===== src/rtl/spi_arbiter.sv =====
`timescale 1ns/1ps
// spi_arbiter
// Shares one byte-oriented SPI master between NREQ requesters. Requests are
// served round-robin; each transfer runs SETUP -> START -> WAIT -> GUARD ->
// ACK with the selected slave-select held low from SETUP until WAIT ends.
//
// Handshake semantics (all pulses are single-cycle, registered outputs):
//   req[i] is a level. While the arbiter is IDLE, a high req[i] can be granted.
//   The grant pulses gnt[i] in the first SETUP cycle, and data/cfg are latched
//   on that same edge. Later changes to req/req_data/req_cfg do not affect
//   the transfer. ack[i] pulses once at the end. rsp_data/rsp_err are valid
//   with ack and are held until the next ack. m_start is a one-cycle pulse
//   to the master. m_done is sampled only in WAIT; it is ignored at any
//   other time.
//
// Ports:
//   clk, reset        rising-edge clock, synchronous active-high reset
//   req               per-requester request level        [NREQ]
//   req_data          byte per requester, slice [8i+7:8i] [8*NREQ]
//   req_cfg           {CPOL,CPHA} per requester, [2i+1:2i] [2*NREQ]
//   gnt / ack         one-hot grant / completion pulses  [NREQ]
//   rsp_data/rsp_err  received byte / timeout flag, qualified by ack
//   m_start, m_tx, m_cpol, m_cpha   drive the SPI master
//   m_done, m_rx      completion pulse / received byte from the SPI master
//   ss_n              active-low slave selects, at most one low
//   busy              high in every state except IDLE
//   dbg_state         current FSM state encoding (IDLE = 0)
module spi_arbiter #(
  parameter int NREQ      = 4,
  parameter int SETUP_CYC = 2,
  parameter int GUARD_CYC = 2,
  parameter int TIMEOUT   = 1023
) (
  input  logic              clk,
  input  logic              reset,
  input  logic [NREQ-1:0]   req,
  input  logic [8*NREQ-1:0] req_data,
  input  logic [2*NREQ-1:0] req_cfg,
  output logic [NREQ-1:0]   gnt,
  output logic [NREQ-1:0]   ack,
  output logic [7:0]        rsp_data,
  output logic              rsp_err,
  output logic              m_start,
  output logic [7:0]        m_tx,
  output logic              m_cpol,
  output logic              m_cpha,
  input  logic              m_done,
  input  logic [7:0]        m_rx,
  output logic [NREQ-1:0]   ss_n,
  output logic              busy,
  output logic [2:0]        dbg_state
);

  localparam int IW = (NREQ > 1) ? $clog2(NREQ) : 1;
  localparam int PW = 16;
  localparam logic [PW-1:0] SETUP_LAST = PW'(SETUP_CYC - 1);
  localparam logic [PW-1:0] GUARD_LAST = PW'(GUARD_CYC - 1);
  // WAIT lasts at most TIMEOUT cycles: the abort fires on the WAIT cycle in
  // which the 10-bit counter would reach TIMEOUT. So between the m_start
  // pulse and the ack pulse lie exactly TIMEOUT WAIT + GUARD_CYC cycles.
  localparam logic [9:0]    TO_LAST    = 10'(TIMEOUT - 1);
  localparam logic [NREQ-1:0] ONE      = {{(NREQ-1){1'b0}}, 1'b1};

  typedef enum logic [2:0] {
    S_IDLE  = 3'd0,
    S_SETUP = 3'd1,
    S_START = 3'd2,
    S_WAIT  = 3'd3,
    S_GUARD = 3'd4,
    S_ACK   = 3'd5
  } state_e;

  state_e            state_q, state_d;
  logic [IW-1:0]     idx_q, idx_d;
  logic [IW-1:0]     ptr_q, ptr_d;
  logic [PW-1:0]     phase_q, phase_d;
  logic [9:0]        cnt_q, cnt_d;
  logic [7:0]        rx_q, rx_d;
  logic              err_q, err_d;
  logic [NREQ-1:0]   gnt_q, gnt_d;
  logic [NREQ-1:0]   ack_q, ack_d;
  logic [7:0]        rsp_data_q, rsp_data_d;
  logic              rsp_err_q, rsp_err_d;
  logic              m_start_q, m_start_d;
  logic [7:0]        m_tx_q, m_tx_d;
  logic              m_cpol_q, m_cpol_d;
  logic              m_cpha_q, m_cpha_d;
  logic [NREQ-1:0]   ss_n_q, ss_n_d;

  // Round-robin pick: scan from ptr+1 upwards, wrapping, first request wins.
  logic              rr_found;
  logic [IW-1:0]     rr_idx;
  logic [IW-1:0]     rr_cand;
  logic [NREQ-1:0]   rr_onehot;
  logic [7:0]        sel_data;
  logic              sel_cpol;
  logic              sel_cpha;

  always_comb begin
    rr_found = 1'b0;
    rr_idx   = '0;
    rr_cand  = '0;
    for (int k = 1; k <= NREQ; k++) begin
      rr_cand = IW'((int'(ptr_q) + k) % NREQ);
      if (!rr_found && req[rr_cand]) begin
        rr_found = 1'b1;
        rr_idx   = rr_cand;
      end
    end
  end

  assign rr_onehot = ONE << rr_idx;

  always_comb begin
    sel_data = 8'h00;
    sel_cpol = 1'b0;
    sel_cpha = 1'b0;
    for (int i = 0; i < NREQ; i++) begin
      if (rr_idx == IW'(i)) begin
        sel_data = req_data[8*i +: 8];
        sel_cpol = req_cfg[2*i+1];
        sel_cpha = req_cfg[2*i];
      end
    end
  end

  always_comb begin
    state_d    = state_q;
    idx_d      = idx_q;
    ptr_d      = ptr_q;
    phase_d    = phase_q;
    cnt_d      = cnt_q;
    rx_d       = rx_q;
    err_d      = err_q;
    gnt_d      = '0;
    ack_d      = '0;
    m_start_d  = 1'b0;
    rsp_data_d = rsp_data_q;
    rsp_err_d  = rsp_err_q;
    m_tx_d     = m_tx_q;
    m_cpol_d   = m_cpol_q;
    m_cpha_d   = m_cpha_q;
    ss_n_d     = ss_n_q;

    case (state_q)
      S_IDLE: begin
        if (rr_found) begin
          state_d  = S_SETUP;
          idx_d    = rr_idx;
          ptr_d    = rr_idx;
          gnt_d    = rr_onehot;
          ss_n_d   = ~rr_onehot;
          m_tx_d   = sel_data;
          m_cpol_d = sel_cpol;
          m_cpha_d = sel_cpha;
          phase_d  = '0;
        end
      end
      S_SETUP: begin
        if (phase_q == SETUP_LAST) begin
          state_d   = S_START;
          m_start_d = 1'b1;
          phase_d   = '0;
        end else begin
          phase_d = phase_q + PW'(1);
        end
      end
      S_START: begin
        cnt_d   = '0;
        state_d = S_WAIT;
      end
      S_WAIT: begin
        // m_done is checked first so a completion on the abort cycle wins.
        if (m_done) begin
          rx_d    = m_rx;
          err_d   = 1'b0;
          state_d = S_GUARD;
          ss_n_d  = '1;
          phase_d = '0;
        end else if (cnt_q == TO_LAST) begin
          rx_d    = 8'h00;
          err_d   = 1'b1;
          state_d = S_GUARD;
          ss_n_d  = '1;
          phase_d = '0;
        end else begin
          cnt_d = cnt_q + 10'd1;
        end
      end
      S_GUARD: begin
        if (phase_q == GUARD_LAST) begin
          state_d    = S_ACK;
          ack_d      = ONE << idx_q;
          rsp_data_d = rx_q;
          rsp_err_d  = err_q;
          phase_d    = '0;
        end else begin
          phase_d = phase_q + PW'(1);
        end
      end
      S_ACK: begin
        state_d = S_IDLE;
      end
      default: begin
        state_d = S_IDLE;
      end
    endcase
  end

  always_ff @(posedge clk) begin
    if (reset) begin
      state_q    <= S_IDLE;
      idx_q      <= '0;
      ptr_q      <= IW'(NREQ - 1);
      phase_q    <= '0;
      cnt_q      <= '0;
      rx_q       <= 8'h00;
      err_q      <= 1'b0;
      gnt_q      <= '0;
      ack_q      <= '0;
      rsp_data_q <= 8'h00;
      rsp_err_q  <= 1'b0;
      m_start_q  <= 1'b0;
      m_tx_q     <= 8'h00;
      m_cpol_q   <= 1'b0;
      m_cpha_q   <= 1'b0;
      ss_n_q     <= '1;
    end else begin
      state_q    <= state_d;
      idx_q      <= idx_d;
      ptr_q      <= ptr_d;
      phase_q    <= phase_d;
      cnt_q      <= cnt_d;
      rx_q       <= rx_d;
      err_q      <= err_d;
      gnt_q      <= gnt_d;
      ack_q      <= ack_d;
      rsp_data_q <= rsp_data_d;
      rsp_err_q  <= rsp_err_d;
      m_start_q  <= m_start_d;
      m_tx_q     <= m_tx_d;
      m_cpol_q   <= m_cpol_d;
      m_cpha_q   <= m_cpha_d;
      ss_n_q     <= ss_n_d;
    end
  end

  assign gnt       = gnt_q;
  assign ack       = ack_q;
  assign rsp_data  = rsp_data_q;
  assign rsp_err   = rsp_err_q;
  assign m_start   = m_start_q;
  assign m_tx      = m_tx_q;
  assign m_cpol    = m_cpol_q;
  assign m_cpha    = m_cpha_q;
  assign ss_n      = ss_n_q;
  assign busy      = (state_q != S_IDLE);
  assign dbg_state = state_q;

endmodule

===== config.mk =====
export PLATFORM = sky130hd
export DESIGN_NAME = spi_arbiter
export DESIGN_NICKNAME = d
export VERILOG_FILES = /design/src/rtl/spi_arbiter.sv
export SDC_FILE = /design/constraint.sdc
export NUM_CORES = 1
export LEC_CHECK = 0
export BUFFER_PORTS_ARGS = -buffer_cell sky130_fd_sc_hd__buf_2
export CAP_MARGIN = 20
export CORE_MARGIN = 4
export CORE_UTILIZATION = 45
export CTS_BUF_LIST = sky130_fd_sc_hd__clkbuf_8
export CTS_CLUSTER_DIAMETER = 100
export DETAILED_ROUTE_END_ITERATION = 10
export GPL_ROUTABILITY_DRIVEN = 1
export PLACE_DENSITY = 0.81
export SYNTH_ARGS = -nofsm -noshare
export SYNTH_HDL_FRONTEND = slang
export SYNTH_SLANG_ARGS = --single-unit
export TNS_END_PERCENT = 100

===== constraint.sdc =====
create_clock -name clk -period 3.15 [get_ports clk]
set_input_delay 0 -clock clk [delete_from_list [all_inputs] [get_ports clk]]
set_output_delay 0 -clock clk [all_outputs]
set_load 0.005 [all_outputs]

==> flow_summary.yaml, run 1 <==
logic_synthesis:
  synth.avg_cell_area_sq_um: 8.73
  synth_largest_area_cell: "dfxtp_1"
  ys.flop_type: "dfxtp_1"
  synthMostInstantiatedCell: "dfxtp_1"
  synthCells: 394
  yosys-top-cells-count: "74 x dfxtp_1, 39 x nor2_1, 35 x nand2_1, 29 x a21oi_1, 23 x nand3_1"
  seq_area_frac_synth_pct: 43.1
  synth_area_sq_um: 3440
  synth_fp_nets: 453
  synth_edf_count: 0
  synth_warnings: 0
  synth.distinct_cells: 61
  synth_seq_cells: 74
  netlist_top_cells_area: "dfxtp_1 43%, mux2i_1 5.2%, nor2_1 4.3%, a21oi_1 4.2%, nand2_1 3.8%"
  yosys.area.top_type_share_pct: 43.1
  synthArstFlopShare_pct: 0
setup_path:
  r2r_slack_ns: 0.24
  r2r_cells: 6
  cp_data_required_time_ns: 3.43
  endpoint_kind: "flip-flop"
  arrival_ns: 3.20
  rr_endpoint: "m_tx[3]"
  critPathLaunchType: "flip-flop"
  r2r_start: "dbg_state[0]"
  worstPathMaxFanout: 12
  worst-setup-path-type: "reg2reg"
timing:
  setup_violations: 0
  rsz0062_at_grt: "no"
  hold_viol: 0
  finalMaxSlewViolations: 0
  min_period_ns: 2.91
  max_slew_margin_pct: 55.0
  setup_ws_ns: 0.239
  fin_worst_skew_ns: 0.0107
  worstMarginPinSlew_ns: 0.673
  whs_ns: 0.00154
  setup-tns-final_ns: 0
  fin_crit_sh_pct: 92.4
  max_freq_mhz: 344
power:
  clkPwrFrac_pct: 34.6
  p_seq_share_pct: 47.5
  power_mw: 2.12
  combPwrFrac_pct: 17.9
  power_density_nw_per_um2: 484
  swShare_pct: 28.1
  p_switching_mw: 0.596
  p_int_mw: 1.52
  vdd_ir_drop_max_mv: 0.410
  power_leakage_nw: 1.76
global_routing:
  grt_pass1_wl_um: 14500
  antenna_found_initial: 0
  grt-ovfl-total: 0
  groute.usage.overall_pct: 20.1
  grt_pass1_vias: 3142
  grt_max_degree: 51
final_layout:
  layout.nets: 560
  syn2layout_area_growth_pct: 27.1
  diodes: 0
  final_area_sq_um: 4370
  fill_cells: 610
  layout-drive-gt1-share_pct: 23.3
placed_design:
  dp_hpwl_um: 6230
  place_ws_ns: 0.841
  gp_congestion: 0.832
  postPlaceCellArea_sq_um: 3930
  port_buffers: 90
detailed_routing:
  wirelength_um: 9240
  ant_nets: 0
  first_pass_iters: 4
  drt_iter0_markers: 178
  via_count: 3444
  wire_per_inst_um: 15.3
  drc_errors: 0
  via_per_inst: 5.69
floorplan:
  die_area_sq_um: 9110
  core_sq_um: 7330
  pin_count: 91
  rows: 31
  die_w_um: 95.4
  die_h_um: 95.4
  initial_core_util_pct: 46.9
worst_hold_path:
  hold_class: "in2reg"
  hp-start: "req_cfg[1]"
  holdPathEnd: "m_cpol"
  holdPathStages: 3
run_status:
  outcome: "complete, no violations"
clock_tree:
  clk_pin_slew_ns: 0.08
  clock_path_buffers: 2
  htreeDepth: 3
  clock-sinks: 74
  clkLatencyLatePin_ns: 0.35
  numCtsBuffers: 9
  root_buffer: "clkbuf_8"
  cts_tree: "built"
  post_cts_resized: 0
flow_run:
  cap_violations: 0
[worst max-delay path, stage by stage (launching register included)]
cell and delay [ns]:
dfxtp_1 0.43, nor3_2 0.31, nand2b_1 0.33, nor3_2 0.55, nand2_1 0.37, o221ai_1 0.28, dlygate4sd3_1 0.58
[through the flow]
| step | util, % | cells |
|---|---|---|
| 6_report | 59.7 | 605 |
| 5_1_grt | 59.7 | 605 |
| 4_1_cts | 59.7 | 605 |
| 3_5_place_dp | 53.7 | 565 |
| 3_3_place_gp | 53.7 | 565 |
| 2_1_floorplan | - | 394 |
[placed cells by master (no fill, tap or decap), types with 3 or more instances in the layout]
cell           instances
nor2b_1                4
dlygate4sd3_1         24
and2_1                 3
and4_1                 5
mux2i_1               18
a41oi_1                3
nor2_1                39
or3_1                  6
nand4_1               11
nor3_1                 7
o21ai_0                7
o31ai_1                3
a211oi_1              12
nand2b_1               6
xor2_1                 6
buf_2                 90
inv_1                  3
a31oi_1                7
a41o_1                 3
o21ai_1                8
and3_1                 4
o221ai_1               7
ha_1                   4
dfxtp_1               74
nand2_1               35
nand3_1               23
a22oi_1                8
a21oi_1               29
clkbuf_8               9
[per-layer routing]
metal	wire length (um)	GRT usage, %
met1	3900	25.1
met2	4550	32.4
met3	542	6.24
met4	256	8.18
met5	0	0
[logic make-up (layout without fill, tap and decap cells)]
logic type,count (synthesis),in the layout,synth area share [%]
adder cells (fa/ha/maj),4,4,1.45
flip-flops,74,74,43.1
XOR/XNOR,6,6,1.53
buffers and inverters,24,136,3.24
AO/OA/AOI/OAI,102,102,19.7
multiplexers,19,19,5.56
AND/OR/NAND/NOR,165,165,25.5
[flip-flops by register name, summed over array words and instances (netlist names)]
register,flops
phase_q,16
cnt_q,10
m_tx,8
rsp_data,8
rx_q,8
ack,4
gnt,4
ss_n,4
dbg_state,3
idx_q,2
ptr_q,2
err_q,1
m_cpha,1
m_cpol,1
m_start,1
rsp_err,1
[power by group through the flow]
| stage | combinational (mW) | clock [mW] | sequential, mW |
|---|---|---|---|
| floorplan | 0.221 | 0 | 1.02 |
| global placement | 0.324 | 0 | 1.03 |
| detailed placement | 0.332 | 0 | 1.03 |
| CTS | 0.373 | 0.744 | 1.01 |
| global route | 0.414 | 0.789 | 1.01 |
| finish | 0.379 | 0.733 | 1.01 |
[area by class of cell]
class	instances	area, sq um	area share [%]
clock inverters	7	75.1	1.72
multi-input cells	296	1850	42.3
repair buffers	116	706	16.1
flip-flops and latches	74	1480	33.9
well taps	99	124	2.83
clock buffers	9	124	2.83
inverters	4	15.0	0.343
[worst max-delay path by stage]
stage            startpoint          to  slack [ns]
2_1_floorplan      cnt_q[0]  phase_q[2]        1.31
3_3_place_gp   dbg_state[0]     m_tx[2]        0.94
3_5_place_dp   dbg_state[0]     m_tx[2]        0.84
4_1_cts        dbg_state[0]     m_tx[1]        0.32
5_1_grt        dbg_state[0]     m_tx[3]        0.02
6_report       dbg_state[0]     m_tx[3]        0.24
[what timing repair did]
| action | 4_1_cts | 5_1_grt |
|---|---|---|
| hold buffers | 24 | 0 |
| endpoints found under the setup margin | 0 | 0 |
| buffers inserted | 0 | 0 |
| endpoints found under the hold margin | 14 | 0 |
Power figures use the tool's default switching activity.
==> inputs of run 2 (changes only) <==
- clock period: 3.15 -> 3.3 ns (I/O delays scaled with it)
==> run 2 against run 1 <==
Effect of this change:
- sequential cell count unchanged
- register-to-register slack better by 0.09 ns
- routed wire length grew 6.7%
- die area is the same
- critical path depth stayed put
==> flow_summary.yaml, run 2 (synthesized netlist as in run 1, its figures left out) <==
final_layout:
  final_common_cell: "buf_2"
  syn2layout_area_growth_pct: 30.7
  final_area_sq_um: 4500
  largestRegisters: "phase_q x16, cnt_q x10"
  stdcell_count: 616
  layout-drive-gt1-share_pct: 23.2
  regMostFlops: "phase_q"
  final_util_pct: 61.3
  mostFrequentLayoutCells: "90 x buf_2, 74 x dfxtp_1, 39 x nor2_1"
  layout.nets: 571
  diodes: 0
  largest_reg_flops: 16
setup_path:
  worstPathMaxFanout: 12
  critPathLaunchType: "flip-flop"
  worst-setup-path-type: "reg2reg"
  cp_data_required_time_ns: 3.60
  arrival_ns: 3.27
  endpoint_kind: "flip-flop"
power:
  vdd_ir_drop_max_mv: 0.343
  clkPwrFrac_pct: 35.5
  power_leakage_nw: 1.81
  power_mw: 2.10
  p_int_mw: 1.50
  swShare_pct: 28.8
  p_seq_share_pct: 45.8
  p_switching_mw: 0.606
  power_density_nw_per_um2: 468
  combPwrFrac_pct: 18.7
global_routing:
  grt-ovfl-total: 0
  groute.usage.overall_pct: 21.5
  antenna_found_initial: 0
  grt_max_degree: 50
  grt_pass1_vias: 3379
  grt_pass1_wl_um: 15600
placed_design:
  dp_hpwl_um: 6180
  dp_cells: 566
  gp_congestion: 0.824
  place_ws_ns: 0.972
  port_buffers: 90
  postPlaceCellArea_sq_um: 3940
clock_tree:
  clock-sinks: 74
  numCtsBuffers: 9
  htreeDepth: 3
  clock_path_buffers: 2
  root_buffer: "clkbuf_8"
  cts_tree: "built"
  clk_pin_slew_ns: 0.08
  clkLatencyLatePin_ns: 0.36
detailed_routing:
  ant_nets: 0
  via_count: 3585
  first_pass_iters: 4
  drc_errors: 0
  wire_per_inst_um: 16.0
  drt_iter0_markers: 183
  wirelength_um: 9860
  via_per_inst: 5.82
floorplan:
  die_w_um: 95.4
  die_h_um: 95.4
  die_area_sq_um: 9110
  rows: 31
  core_sq_um: 7330
  initial_core_util_pct: 46.9
  pin_count: 91
worst_hold_path:
  hold_class: "in2reg"
timing:
  setup_violations: 0
  max_freq_mhz: 337
  setup-tns-final_ns: 0
  min_period_ns: 2.97
  fin_worst_skew_ns: 0.0106
  finalMaxSlewViolations: 0
  hold_viol: 0
  worstMarginPinSlew_ns: 0.640
  max_slew_margin_pct: 57.2
  rsz0062_at_grt: "no"
  fin_crit_sh_pct: 90.0
  setup_ws_ns: 0.328
  whs_ns: 0.00816
flow_run:
  cap_violations: 0
run_status:
  outcome: "complete, no violations"
==> run 2: changes by cell type in the layout (fill, tap and decap cells not counted) <==
cell	change
buf_8	+1
clkinvlp_4	+1
clkinv_2	-2
dlygate4sd3_1	+9
buf_4	+1
clkbuf_8	+1
==> run 2: power groups by stage <==
stage	registers (mW)	clock network, mW	logic (mW)
floorplan	0.977	0	0.211
global placement	0.979	0	0.315
detailed placement	0.981	0	0.323
CTS	0.961	0.753	0.377
global route	0.968	0.794	0.428
finish	0.963	0.746	0.394
==> run 2: path summary, 6_finish.rpt <==
check	from	to	slack (ns)	cells after the start
worst max-delay path	dbg_state[0]	m_tx[1]	0.33	6
worst min-delay path	req_data[11]	m_tx[3]	0.008	3
worst max register to register	dbg_state[0]	m_tx[1]	0.33	6
worst min register to register	rsp_data[2]	rsp_data[2]	0.46	2
==> run 2: what timing repair did <==
| action | in CTS | in global routing |
|---|---|---|
| resized for setup | 0 | 0 |
| endpoints found under the hold margin | 18 | 0 |
| buffers inserted | 0 | 0 |
| hold buffers | 33 | 0 |
==> run 2: area by class of cell <==
type                       instances  area (sq um)
timing repair buffer             127           818
inverter                           4          15.0
tap                               99           124
multi-input combinational        296          1850
clock buffer                      10           138
clock inverter                     6          72.6
fill                             604          2830
sequential                        74          1480
==> run 2: critical path, stage by stage (launching register included) <==
cell           delay, ns
dfxtp_1             0.44
nor3_2              0.29
nand2b_1            0.33
nor3_2              0.56
nand2_1             0.38
o221ai_1            0.32
dlygate4sd3_1       0.58
==> run 2: routing by layer <==
metal / part of all wire [%] / track usage (%) / wire length (um)
met1: 40 / 26.1 / 3960
met5: 0 / 0 / 0
met2: 50 / 35.6 / 4890
met4: 3.1 / 9.72 / 310
met3: 7.1 / 5.52 / 695
